**config.mk**
```make
export PLATFORM = sky130hd
export DESIGN_NAME = header_parser
export DESIGN_NICKNAME = d
export VERILOG_FILES = /design/src/rtl/firewall_pkg.sv /design/src/rtl/header_parser.sv
export SDC_FILE = /design/constraint.sdc
export NUM_CORES = 1
export LEC_CHECK = 0
export CORE_ASPECT_RATIO = 2
export CORE_MARGIN = 1.5
export CORE_UTILIZATION = 35
export CTS_CLUSTER_DIAMETER = 50
export DETAILED_ROUTE_END_ITERATION = 12
export HOLD_SLACK_MARGIN = 0.12
export PLACE_DENSITY = 0.66
export RECOVER_POWER = 50
export SLEW_MARGIN = 10
export SYNTH_ARGS = -nofsm -noshare
export SYNTH_HDL_FRONTEND = slang
export SYNTH_SLANG_ARGS = --single-unit
```
**constraint.sdc**
```tcl
create_clock -name clk -period 5.8 [get_ports clk]
set_clock_uncertainty 0.15 [all_clocks]
set_input_delay 0.58 -clock clk [delete_from_list [all_inputs] [get_ports clk]]
set_output_delay 0.58 -clock clk [all_outputs]
set_load 0.05 [all_outputs]
```
**src/rtl/firewall_pkg.sv**
```systemverilog
// Shared constants and types for the firewall ingress pipeline:
// Ethernet/IPv4 field values, the 5-tuple record and the parser state encoding.
package firewall_pkg;

    localparam logic [15:0] ETHERTYPE_IPV4 = 16'h0800;
    localparam logic [7:0]  PROTO_TCP      = 8'd6;
    localparam logic [7:0]  PROTO_UDP      = 8'd17;
    localparam int unsigned MIN_IPV4_LEN   = 34;
    localparam int unsigned BYTE_CNT_W     = 11;

    typedef logic [BYTE_CNT_W-1:0] byte_cnt_t;

    typedef struct packed {
        logic [31:0] src_ip;
        logic [31:0] dst_ip;
        logic [7:0]  protocol;
        logic [15:0] src_port;
        logic [15:0] dst_port;
    } five_tuple_t;

    typedef enum logic {
        PARSE = 1'b0,
        EMIT  = 1'b1
    } parser_state_e;

    // Byte offset of the L4 header inside the Ethernet frame.
    function automatic byte_cnt_t l4_offset(input logic [3:0] ihl);
        return byte_cnt_t'(14) + byte_cnt_t'({ihl, 2'b00});
    endfunction

endpackage

```
**src/rtl/header_parser.sv**
```systemverilog
// Extracts the IPv4 5-tuple from an Ethernet byte stream and hands it to the
// firewall stage; counts frames emitted and frames dropped.
module header_parser
    import firewall_pkg::*;
(
    input  logic         clk,
    input  logic         rst,
    input  logic [7:0]   rx_axis_tdata,
    input  logic         rx_axis_tvalid,
    output logic         rx_axis_tready,
    input  logic         rx_axis_tlast,
    input  logic         rx_axis_tuser,
    output logic [103:0] m_axis_header_tdata,
    input  logic         m_axis_header_tready,
    output logic         m_axis_header_tvalid,
    output logic [15:0]  frames_ok,
    output logic [15:0]  frames_dropped
);

    parser_state_e state_q, state_d;

    byte_cnt_t   cnt_q, cnt_d;
    logic [15:0] ethertype_q, ethertype_d;
    logic [3:0]  version_q, version_d;
    logic [3:0]  ihl_q, ihl_d;
    logic [7:0]  proto_q, proto_d;
    logic [31:0] src_ip_q, src_ip_d;
    logic [31:0] dst_ip_q, dst_ip_d;
    logic [15:0] src_port_q, src_port_d;
    logic [15:0] dst_port_q, dst_port_d;

    five_tuple_t hdr_q, hdr_d;
    logic [15:0] frames_ok_q, frames_ok_d;
    logic [15:0] frames_dropped_q, frames_dropped_d;

    logic        beat;
    logic        frame_end;
    logic        frame_good;
    logic        is_l4;
    byte_cnt_t   l4_off_q;
    logic [11:0] frame_len;
    logic [11:0] min_len;

    assign beat      = rx_axis_tvalid && rx_axis_tready;
    assign frame_end = beat && rx_axis_tlast;
    assign l4_off_q  = l4_offset(ihl_q);

    // ---------------------------------------------------------------- capture
    // NOTE: every signal assigned here gets a default first, so no latch is inferred.
    always_comb begin
        cnt_d       = cnt_q;
        ethertype_d = ethertype_q;
        version_d   = version_q;
        ihl_d       = ihl_q;
        proto_d     = proto_q;
        src_ip_d    = src_ip_q;
        dst_ip_d    = dst_ip_q;
        src_port_d  = src_port_q;
        dst_port_d  = dst_port_q;

        if (beat) begin
            if (rx_axis_tlast)
                cnt_d = '0;
            else if (cnt_q != '1)
                cnt_d = cnt_q + byte_cnt_t'(1);

            case (cnt_q)
                byte_cnt_t'(12): ethertype_d[15:8] = rx_axis_tdata;
                byte_cnt_t'(13): ethertype_d[7:0]  = rx_axis_tdata;
                byte_cnt_t'(14): begin
                    version_d = rx_axis_tdata[7:4];
                    ihl_d     = rx_axis_tdata[3:0];
                end
                byte_cnt_t'(23): proto_d          = rx_axis_tdata;
                byte_cnt_t'(26): src_ip_d[31:24]  = rx_axis_tdata;
                byte_cnt_t'(27): src_ip_d[23:16]  = rx_axis_tdata;
                byte_cnt_t'(28): src_ip_d[15:8]   = rx_axis_tdata;
                byte_cnt_t'(29): src_ip_d[7:0]    = rx_axis_tdata;
                byte_cnt_t'(30): dst_ip_d[31:24]  = rx_axis_tdata;
                byte_cnt_t'(31): dst_ip_d[23:16]  = rx_axis_tdata;
                byte_cnt_t'(32): dst_ip_d[15:8]   = rx_axis_tdata;
                byte_cnt_t'(33): dst_ip_d[7:0]    = rx_axis_tdata;
                default: ;
            endcase

            // Port offsets are only meaningful once a legal IHL has been latched.
            if (ihl_q >= 4'd5) begin
                if (cnt_q == l4_off_q)                   src_port_d[15:8] = rx_axis_tdata;
                if (cnt_q == l4_off_q + byte_cnt_t'(1))  src_port_d[7:0]  = rx_axis_tdata;
                if (cnt_q == l4_off_q + byte_cnt_t'(2))  dst_port_d[15:8] = rx_axis_tdata;
                if (cnt_q == l4_off_q + byte_cnt_t'(3))  dst_port_d[7:0]  = rx_axis_tdata;
            end
        end
    end

    // ------------------------------------------------------------ frame check
    // Uses the _d view so a field byte arriving on the tlast beat still counts.
    always_comb begin
        is_l4      = (proto_d == PROTO_TCP) || (proto_d == PROTO_UDP);
        frame_len  = {1'b0, cnt_q} + 12'd1;
        min_len    = is_l4 ? ({1'b0, l4_offset(ihl_d)} + 12'd4) : 12'(MIN_IPV4_LEN);
        frame_good = (ethertype_d == ETHERTYPE_IPV4) && (version_d == 4'd4) &&
                     (ihl_d >= 4'd5) && (frame_len >= min_len) && !rx_axis_tuser;
    end

    always_comb begin
        hdr_d            = hdr_q;
        frames_ok_d      = frames_ok_q;
        frames_dropped_d = frames_dropped_q;

        if (frame_end) begin
            if (frame_good) begin
                hdr_d.src_ip   = src_ip_d;
                hdr_d.dst_ip   = dst_ip_d;
                hdr_d.protocol = proto_d;
                hdr_d.src_port = is_l4 ? src_port_d : 16'h0000;
                hdr_d.dst_port = is_l4 ? dst_port_d : 16'h0000;
            end else begin
                frames_dropped_d = frames_dropped_q + 16'd1;
            end
        end

        if (state_q == EMIT && m_axis_header_tready)
            frames_ok_d = frames_ok_q + 16'd1;
    end

    // ---------------------------------------------------------------- FSM
    // NOTE: sequential state is written only with non-blocking assignments.
    always_ff @(posedge clk) begin
        if (rst) state_q <= PARSE;
        else     state_q <= state_d;
    end

    always_comb begin
        state_d = state_q;
        case (state_q)
            PARSE:   if (frame_end && frame_good) state_d = EMIT;
            EMIT:    if (m_axis_header_tready)    state_d = PARSE;
            default: state_d = PARSE;
        endcase
    end

    always_comb begin
        rx_axis_tready       = (state_q == PARSE) && !rst;
        m_axis_header_tvalid = (state_q == EMIT);
    end

    // ---------------------------------------------------------------- datapath
    always_ff @(posedge clk) begin
        if (rst) begin
            cnt_q            <= '0;
            ethertype_q      <= '0;
            version_q        <= '0;
            ihl_q            <= '0;
            proto_q          <= '0;
            src_ip_q         <= '0;
            dst_ip_q         <= '0;
            src_port_q       <= '0;
            dst_port_q       <= '0;
            hdr_q            <= '0;
            frames_ok_q      <= '0;
            frames_dropped_q <= '0;
        end else begin
            cnt_q            <= cnt_d;
            hdr_q            <= hdr_d;
            frames_ok_q      <= frames_ok_d;
            frames_dropped_q <= frames_dropped_d;
            // Captured fields never leak from one frame into the next.
            if (frame_end) begin
                ethertype_q <= '0;
                version_q   <= '0;
                ihl_q       <= '0;
                proto_q     <= '0;
                src_ip_q    <= '0;
                dst_ip_q    <= '0;
                src_port_q  <= '0;
                dst_port_q  <= '0;
            end else begin
                ethertype_q <= ethertype_d;
                version_q   <= version_d;
                ihl_q       <= ihl_d;
                proto_q     <= proto_d;
                src_ip_q    <= src_ip_d;
                dst_ip_q    <= dst_ip_d;
                src_port_q  <= src_port_d;
                dst_port_q  <= dst_port_d;
            end
        end
    end

    assign m_axis_header_tdata = hdr_q;
    assign frames_ok           = frames_ok_q;
    assign frames_dropped      = frames_dropped_q;

endmodule

```
=== Word-level counts from Yosys, hierarchy flattened ===
Index checks and enable logic that the tools add are counted.

* $add $sub $neg: 10
* Multipliers: 0
* Divide/modulo/power cells: 0
* $lt $le $gt $ge: 3
* Equal/unequal tests: 21
* Shift-type cells: 0
* Mux-type cells: 35
* Bitwise gates (word level): 2
* Reduce and logical (&&, ||, !) cells: 17

{| class="wikitable"
|+ Operator list
! kind !! count
|-
| $mux 8 || 17
|-
| $mux 16 || 7
|-
| $eq 11x5->1 const B || 7
|-
| $mux 32 || 2
|-
| $eq 11x4->1 const B || 3
|-
| $eq 11x8->1 || 3
|-
| $add 16x1->16 const B || 2
|-
| $eq 11x6->1 const B || 2
|-
| $mux 11 || 2
|-
| $add 7x2->8 const B || 2
|-
| $eq 16x12->1 const B || 1
|-
| $mux 4 || 4
|-
| $add 4x6->7 const A || 2
|-
| $add 11x1->12 const B || 1
|-
| $ge 12x8->1 || 1
|-
| $add 11x1->11 const B || 1
|-
| $eq 11x7->1 || 1
|-
| $ne 11x11->1 const B || 1
|-
| $logic_and 1x1->1 || 9
|-
| $add 7x1->8 const B || 1
|-
| $add 7x3->8 const B || 1
|-
| $eq 8x3->1 const B || 1
|-
| $eq 8x5->1 const B || 1
|-
| $ge 4x3->1 const B || 2
|-
| other kinds (9) || 14
|}

* Bits in registers: 276
* Bits in latches: 0
* Bits in writable memories: 0
* Memory bits (read-only): 0
* Bits of input ports: 14
* Output and inout bits: 138
* Word-level logic and storage cells: 105
* Memories: 0

=== Longest topological paths before layout ===
Gate-level depths: netlist of the first run.

* Word-level depth: 13
* Mapped depth: 21
* Depth with buffers taken out: 17

=== Least setup slack after synthesis of the first run ===
No wires, ideal clock.

* Path kind: in2reg
* From: input rst
* To: register frames_dropped_q[9], in the netlist frames_dropped[9]
* Setup time: 0.070 ns
* Arrival: 4.348 ns
* Required time: 5.580 ns
* Setup slack: 1.231 ns
* Stages on the path: 18
* Path buffers: 2
* Cells stage by stage: nor3b_2 nand2_1 or4_1 buf_2 buf_1 mux2i_1 nor3b_1 o21ai_1 or2_2 ha_1 o21ai_0 a21oi_1 nand4_1 nand4_1 and3_1 a2111oi_4 or3b_1 a21oi_1

* Cells in the longest elaborated chain, start to end: 12
* Elaborated cells between the ends (all ways): 24
* Classes of those cells: add/sub (2); order compare (2); eq/ne (4); mux (5); bitwise (1); reduce/logical (10)

{| class="wikitable"
|+ Ends and longest elaborated chain
! what !! RTL line !! source
|-
| from (decl) || header_parser.sv:7 || <nowiki>input logic rst,</nowiki>
|-
| $logic_not 1->1 || header_parser.sv:144 || <nowiki>rx_axis_tready = (state_q == PARSE) && !rst;</nowiki>
|-
| $logic_and 1x1->1 || header_parser.sv:144 ||
|-
| $logic_and 1x1->1 || header_parser.sv:44 || <nowiki>assign beat = rx_axis_tvalid && rx_axis_tready;</nowiki>
|-
| $mux 4 / $mux 8 (equally long branches) || header_parser.sv:61 || <nowiki>if (beat) begin</nowiki>
|-
| $add 4x6->7, or another cell as far along || firewall_pkg.sv:28 || <nowiki>return byte_cnt_t'(14) + byte_cnt_t'({ihl, 2'b00});</nowiki>
|-
| $add 7x3->8 / $logic_or 1x1->1 (equally long branches) || header_parser.sv:101, header_parser.sv:99 ||
|-
| $mux 8 || header_parser.sv:101 || <nowiki>min_len = is_l4 ? ({1'b0, l4_offset(ihl_d)} + 12'd4) : 12'(MIN_IPV4_LEN);</nowiki>
|-
| $ge 12x8->1 || header_parser.sv:103 || <nowiki>(ihl_d >= 4'd5) && (frame_len >= min_len) && !rx_axis_tuser;</nowiki>
|-
| $logic_and 1x1->1 (2 in a row) || header_parser.sv:103 ||
|-
| $not 1->1 (no source line) || n/a ||
|-
| $reduce_and 2->1 (no source line) || n/a ||
|-
| to (signal assigned) || header_parser.sv:167 || <nowiki>frames_dropped_q <= frames_dropped_d;</nowiki>
|-
| to (decl) || header_parser.sv:34 || <nowiki>logic [15:0] frames_dropped_q, frames_dropped_d;</nowiki>
|}

Parallel ways exist; a longest one is shown, timed or not.
A chain may end at the register's enable or synchronous reset.

=== Final worst setup path of the first run ===
* From: input rst
* To: register frames_dropped_q[9], in the netlist frames_dropped[9]

* Cells in the longest elaborated chain, start to end: 12
* Elaborated cells between the ends (all ways): 24
* Classes of those cells: add/sub (2); order compare (2); eq/ne (4); mux (5); bitwise (1); reduce/logical (10)

{| class="wikitable"
|+ Ends and longest elaborated chain
! what !! RTL line !! source
|-
| $logic_not 1->1 (*) || header_parser.sv:144 ||
|-
| $logic_and 1x1->1 (*) || header_parser.sv:144 ||
|-
| $logic_and 1x1->1 (*) || header_parser.sv:44 ||
|-
| $mux 4 (*) || header_parser.sv:61 ||
|-
| net ihl_d[2] || header_parser.sv:25 || <nowiki>logic [3:0] ihl_q, ihl_d;</nowiki>
|-
| $add 4x6->7 || firewall_pkg.sv:28 ||
|-
| $add 7x3->8 || header_parser.sv:101 ||
|-
| $mux 8 || header_parser.sv:101 ||
|-
| $ge 12x8->1 || header_parser.sv:103 ||
|-
| $logic_and 1x1->1 (*) (2 in a row) || header_parser.sv:103 ||
|-
| $not 1->1 (no source line) (*) || n/a ||
|-
| $reduce_and 2->1 (no source line) (*) || n/a ||
|}

Mark *: on every way through the listed nets, which the timed path passes. The rest lies on a longest branch.

==> flow_summary.ini, run 1 <==
[power_and_ir_drop]
clkPwrFrac_pct = 46.6
leakagePower_uw = 0.00569
combPwrFrac_pct = 3.2
swShare_pct = 23.5
pwr-share-seq_pct = 50.2
powerDensity_nw_per_um2 = 263
p_int_uw = 2900
peakVddDrop_v = 0.000201
p_switching_uw = 888

[status]
violations = max-capacitance violations, max-slew violations
status = finished, violations left

[placed_design]
placed_cell_area_um2 = 13500
gp_congestion = 0.941
dp_hpwl_um = 21600
port_buffers = 151
dp_cells = 1720

[global_route]
met1_usage_pct = 19.3
grt_max_degree = 69
grt_pass1_wl_um = 50200
first_global_vias = 9102
use_met2_pct = 34.3
met3_usage_pct = 2.43
overflow = 0
global_route.peak_usage_layer = met2
antenna_found_initial = 0
grt_usage_pct = 18.0

[clocking]
cts_tree = built
clock_latency_ns = 0.55
htree_levels = 1
hold_buffers = 0
clock-sinks = 276
cts.repair.resized = 0
post_cts_buffers = 0
cts_buffer_depth = 3
cts_buffers = 27
ctsRootBufferMaster = clkbuf_16
clk_pin_slew_ns = 0.07

[timing]
timing.setup.tns_ns = 0
hold_ws_ns = 0.307
finalCritPeriodShare_pct = 88.3
finalCriticalPeriod_ns = 5.12
hold_viol_final = 0
fmax_mhz = 195
worst_slew_pin_slew_ns = 1.88
slew_headroom_pct = -25.3
rsz0062_at_grt = false
finalSetupViolCount = 0
drv_slew = 42

[routing]
drtAntennaViolNets = 0
finalWirelength_um = 31400
routed-via-count = 9143
first_iter_violations = 410
via_per_inst = 5.17
drc = 0
drt-wirelength-per-cell_um = 17.7
first_pass_iters = 5

[yosys]
yosys-top-cells-area = dfxtp_1 47%, mux2i_1 9.9%, nor2_1 7.9%, a211oi_2 7.7%, nand3b_1 2.4%
syn_area_um2 = 11800
syn_area_per_cell_um2 = 9.75
yosys_register_bits = 276
ys_seq_area_share_pct = 47.0
synth_warnings = 0
synth_cell_types = 64
synth_top_area_share_pct = 47.0
syn_nets = 1236
synthArstFlopShare_pct = 0
synthFlopType = dfxtp_1
synth_edf_count = 0
postSynthCellCount = 1206
yosysTopAreaCell = dfxtp_1

[floorplanning]
pin_count = 152
initial_core_util_pct = 35.6
die_area_um2 = 34800
die_w_um = 133
rows = 94
core_um2 = 33000
dieHeight_um = 262

[layout]
drive_gt1_share_pct = 12.4
layout.cells.non_filler = 1768
finalInstanceArea_um2 = 14400
nets = 1347
diodes = 0
area_growth_pct = 22.5

[setup_path]
crit_chain = clkbuf_1 > nor3b_1 > clkbuf_1 > and4_1 > mux2i_1 > inv_1 > ha_1 > inv_1 > nor2_1 > ha_1 > a21o_1 > a21oi_1 > nand4_1 > and3_1 > a2111oi_4 > or3b_1 > a21oi_1
r2r_end = frames_dropped[9]$_SDFFE_PP0P_
cp_top_family = simple AND/OR/NAND/NOR gates
worstSetupPathType = in2reg
r2r_slack_ns = 0.89
cpPeakStageDelay_ns = 0.55
cpMaxStageDelayCell = nor3b_1
cp-end-kind = flop
cp_max_fo = 21
worstPathRequired_ns = 6.12
start_kind = input port
r2r_cells = 16
cp_num_buf_inv = 4
worstReg2RegStart = m_axis_header_tvalid$_SDFF_PP0_
crit_arrival_ns = 5.44

[min_path]
hold_end = version_q[0]$_SDFF_PP0_
hold_path_class = reg2reg
hold_depth = 2
min_from = version_q[0]$_SDFF_PP0_

[job]
cap_violations = 1
==> worst reg2reg max path: cells and delay by family, from the launching register on <==
kind	cells	cell delay, ns
AO/OA/AOI/OAI	4	0.94
adder cells (fa/ha/maj)	2	0.54
buffers and inverters	3	0.68
flip-flops	1	0.34
multiplexers	1	0.35
AND/OR/NAND/NOR	6	1.81
==> power groups by stage <==
| stage | Combinational (uW) | Sequential (uW) | Clock (uW) |
|---|---|---|---|
| after global routing | 129 | 1900 | 1880 |
| after floorplan | 71.1 | 1940 | 0 |
| after detailed placement | 125 | 1940 | 0 |
| final | 121 | 1900 | 1760 |
| after global placement | 124 | 1940 | 0 |
| after CTS | 125 | 1900 | 1810 |
==> sequential cells by signal (all words and copies together) (netlist names) <==
signal	count
m_axis_header_tdata	104
dst_ip_q	32
src_ip_q	32
dst_port_q	16
ethertype_q	16
frames_dropped	16
frames_ok	16
src_port_q	16
cnt_q	11
proto_q	8
ihl_q	4
version_q	4
m_axis_header_tvalid	1
==> kinds of logic after synthesis <==
kind of cell,count (synthesis),share of synthesized area [%]
buffers and inverters,108,4.77
multiplexers,122,10.6
AO/OA/AOI/OAI,193,14.4
XOR/XNOR,33,2.46
adder cells (fa/ha/maj),16,1.70
flip-flops,276,47.0
AND/OR/NAND/NOR,458,19.0
==> synth_stat cells, types with 7 or more instances <==
library cell / instances
a211oi_2: 72
a21oi_1: 41
and3_1: 14
buf_2: 10
buf_6: 17
clkbuf_1: 59
dfxtp_1: 276
ha_1: 16
inv_1: 12
mux2i_1: 116
nand2_1: 56
nand3_1: 19
nand3b_1: 38
nand4_1: 9
nor2_1: 248
nor2b_1: 8
nor3_1: 7
o21ai_0: 18
o31ai_1: 36
or3_1: 11
xnor2_1: 14
xor2_1: 19
==> layout make-up <==
type / instances / area [um^2]
multi-input cells: 822 / 5670
fillers: 3207 / 18600
clock inverters: 15 / 149
repair buffers: 177 / 1730
clock buffers: 33 / 738
well taps: 432 / 541
inverters: 13 / 48.8
flip-flops and latches: 276 / 5530
==> layout by cell type (no fill, tap or decap), drive strengths merged, types with 14 or more instances in the layout <==
cell type	netlist	final
a211oi	75	75
a21oi	41	41
dfxtp	276	276
mux2i	118	118
nand3b	38	38
dlygate4sd3	0	138
nor2	248	248
xnor2	14	14
buf	36	23
and3	14	14
o21ai	19	19
nand2	56	56
ha	16	16
xor2	19	19
clkbuf	59	37
nand3	19	19
o31ai	36	36
inv	12	18
==> metrics by stage <==
| stage | utilization, % | power, uW | setup WS (ns) |
|---|---|---|---|
| after floorplan | - | 2010 | 1.23 |
| after global placement | 41.0 | 2070 | 0.432 |
| after detailed placement | 41.0 | 2070 | 0.404 |
| after CTS | 43.7 | 3830 | 0.881 |
| after global routing | 43.6 | 3910 | 0.253 |
| final | 43.6 | 3780 | 0.676 |
==> layer usage <==
layer	share of wire (%)	vias up	wire length, um
met4	4.2	0	1330
met5	0	-	0
met1	38	4418	11900
met2	54	224	16900
li1	-	4423	-
met3	4.0	78	1250
==> how the worst max path moves through the flow <==
stage / startpoint / depth (start not counted) / slack, ns / endpoint
floorplan: rst / 18 / 1.23 / frames_dropped[9]$_SDFFE_PP0P_
global placement: rx_axis_tvalid / 17 / 0.43 / frames_dropped[9]$_SDFFE_PP0P_
detailed placement: rx_axis_tvalid / 19 / 0.40 / m_axis_header_tdata[32]$_SDFFE_PP0P_
CTS: cnt_q[0]$_SDFFE_PP0P_ / 16 / 0.88 / frames_dropped[9]$_SDFFE_PP0P_
global route: rst / 17 / 0.25 / frames_dropped[9]$_SDFFE_PP0P_
finish: rst / 17 / 0.68 / frames_dropped[9]$_SDFFE_PP0P_
Note: power is estimated with default switching activity, not from simulation.
==> run 2, diff against run 1 <==
--- a/config.mk
+++ b/config.mk
@@ -7,11 +7,11 @@
 export LEC_CHECK = 0
 export CORE_ASPECT_RATIO = 2
 export CORE_MARGIN = 1.5
-export CORE_UTILIZATION = 35
+export CORE_UTILIZATION = 55
 export CTS_CLUSTER_DIAMETER = 50
 export DETAILED_ROUTE_END_ITERATION = 12
 export HOLD_SLACK_MARGIN = 0.12
-export PLACE_DENSITY = 0.66
+export PLACE_DENSITY = 0.9
 export RECOVER_POWER = 50
 export SLEW_MARGIN = 10
 export SYNTH_ARGS = -nofsm -noshare
==> flow_summary.ini, run 2 (synthesis gave the netlist of run 1 again) <==
[status]
status = finished, violations left
violations = max-capacitance violations, max-slew violations

[timing]
worst_slew_pin_slew_ns = 4.42
fmax_mhz = 190
hold_viol_final = 0
slew_headroom_pct = -195
finalCriticalPeriod_ns = 5.27
finalCritPeriodShare_pct = 90.8
timing.setup.tns_ns = 0
drv_slew = 251
rsz0062_at_grt = false
finalSetupViolCount = 0

[setup_path]
r2r_slack_ns = 0.70
crit_chain = buf_6 > buf_2 > clkbuf_1 > nand3b_1 > o31ai_1
r2r_cells = 18
worstSetupPathType = in2reg
cp-end-kind = flop
cpMaxStageDelayCell = clkbuf_1
worstReg2RegStart = cnt_q[1]$_SDFFE_PP0P_
r2r_end = m_axis_header_tdata[70]$_SDFFE_PP0P_
worstPathRequired_ns = 6.04
cp_max_fo = 77
start_kind = input port
crit_arrival_ns = 5.51
cpPeakStageDelay_ns = 3.16

[routing]
first_iter_violations = 534
via_per_inst = 5.76
drc = 0
drtAntennaViolNets = 0
finalWirelength_um = 29300
drt-wirelength-per-cell_um = 18.4
first_pass_iters = 6
routed-via-count = 9205

[clocking]
clk_pin_slew_ns = 0.06
cts_buffer_depth = 3
ctsRootBufferMaster = clkbuf_16
cts_tree = built
clock_latency_ns = 0.53
post_cts_buffers = 0
clock-sinks = 276
cts.repair.resized = 0
htree_levels = 1
cts_buffers = 24
hold_buffers = 0

[power_and_ir_drop]
powerDensity_nw_per_um2 = 258
peakVddDrop_v = 0.000206
leakagePower_uw = 0.00564

[layout]
largest_reg_flops = 104
diodes = 0
drive_gt1_share_pct = 11.7
final_cell_mix = 276 x dfxtp_1, 248 x nor2_1, 137 x dlygate4sd3_1
nets = 1343
area_growth_pct = 19.9
finalInstanceArea_um2 = 14100
final_common_cell = dfxtp_1

[global_route]
overflow = 0
grt_pass1_wl_um = 46200
antenna_found_initial = 0
first_global_vias = 8989
grt_max_degree = 78
grt_usage_pct = 25.9

[placed_design]
gp_congestion = 0.968
dp_hpwl_um = 19400
placed_cell_area_um2 = 13300
port_buffers = 151

[min_path]
hold_depth = 2
hold_path_class = reg2reg
hold_end = version_q[0]$_SDFF_PP0_
min_from = version_q[0]$_SDFF_PP0_

[floorplanning]
initial_core_util_pct = 55.9
rows = 75
dieHeight_um = 210
core_um2 = 21000
die_area_um2 = 22300
die_w_um = 106
pin_count = 152

[job]
cap_violations = 4
[run 2: layout make-up]
class,count,area [um^2]
clock buffers,33,686
clock inverters,8,104
fillers,1612,6920
inverters,13,48.8
multi-input cells,822,5680
flip-flops and latches,276,5530
well taps,269,337
repair buffers,176,1720
[run 2: worst max path at each step]
stage,start,to,slack [ns],cells after the start
floorplan,rst,frames_dropped[9]$_SDFFE_PP0P_,1.23,18
global placement,rx_axis_tvalid,frames_dropped[9]$_SDFFE_PP0P_,0.47,17
detailed placement,rx_axis_tvalid,frames_dropped[9]$_SDFFE_PP0P_,0.36,17
CTS,cnt_q[1]$_SDFFE_PP0P_,frames_dropped[9]$_SDFFE_PP0P_,0.73,16
global route,rst,m_axis_header_tdata[20]$_SDFFE_PP0P_,0.17,5
finish,rst,m_axis_header_tdata[20]$_SDFFE_PP0P_,0.53,5
[run 2: worst max-delay path, delay by kind of cell]
family | cells | cell delay, ns
buf+inv | 3 | 4.36
simple gates | 1 | 0.36
compound gates | 1 | 0.12
[run 2: power breakdown]
group | internal, uW | switching, uW
sequential | 1900 | 2.20
clock | 919 | 703
combinational | 31.4 | 88.3
total | 2850 | 794
[run 2: through the flow]
stage          worst slack, ns  util (%)  hold WS, ns  std cells  power (uW)
3_3_place_gp             0.474      63.4        0.288       1556        2060
3_5_place_dp             0.360      63.4        0.299       1556        2060
4_1_cts                  0.727      67.2        0.308       1597        3660
6_report                 0.534      67.1        0.304       1597        3640
5_1_grt                  0.173      67.1        0.331       1597        3730
2_1_floorplan             1.23         -        0.282       1206        2010
[run 2: layer usage]
metal	part of all wire, %	GRT usage [%]
met5	0	0
met4	4.4	13.5
met3	3.9	2.95
met2	54	47.5
met1	38	28.9
==> run 3, diff against run 2 <==
--- a/config.mk
+++ b/config.mk
@@ -10,6 +10,7 @@
 export CORE_UTILIZATION = 55
 export CTS_CLUSTER_DIAMETER = 50
 export DETAILED_ROUTE_END_ITERATION = 12
+export GPL_TIMING_DRIVEN = 1
 export HOLD_SLACK_MARGIN = 0.12
 export PLACE_DENSITY = 0.9
 export RECOVER_POWER = 50
==> results of run 3 <==
The final DEF is identical to that of run 2; final timing and power are the same.
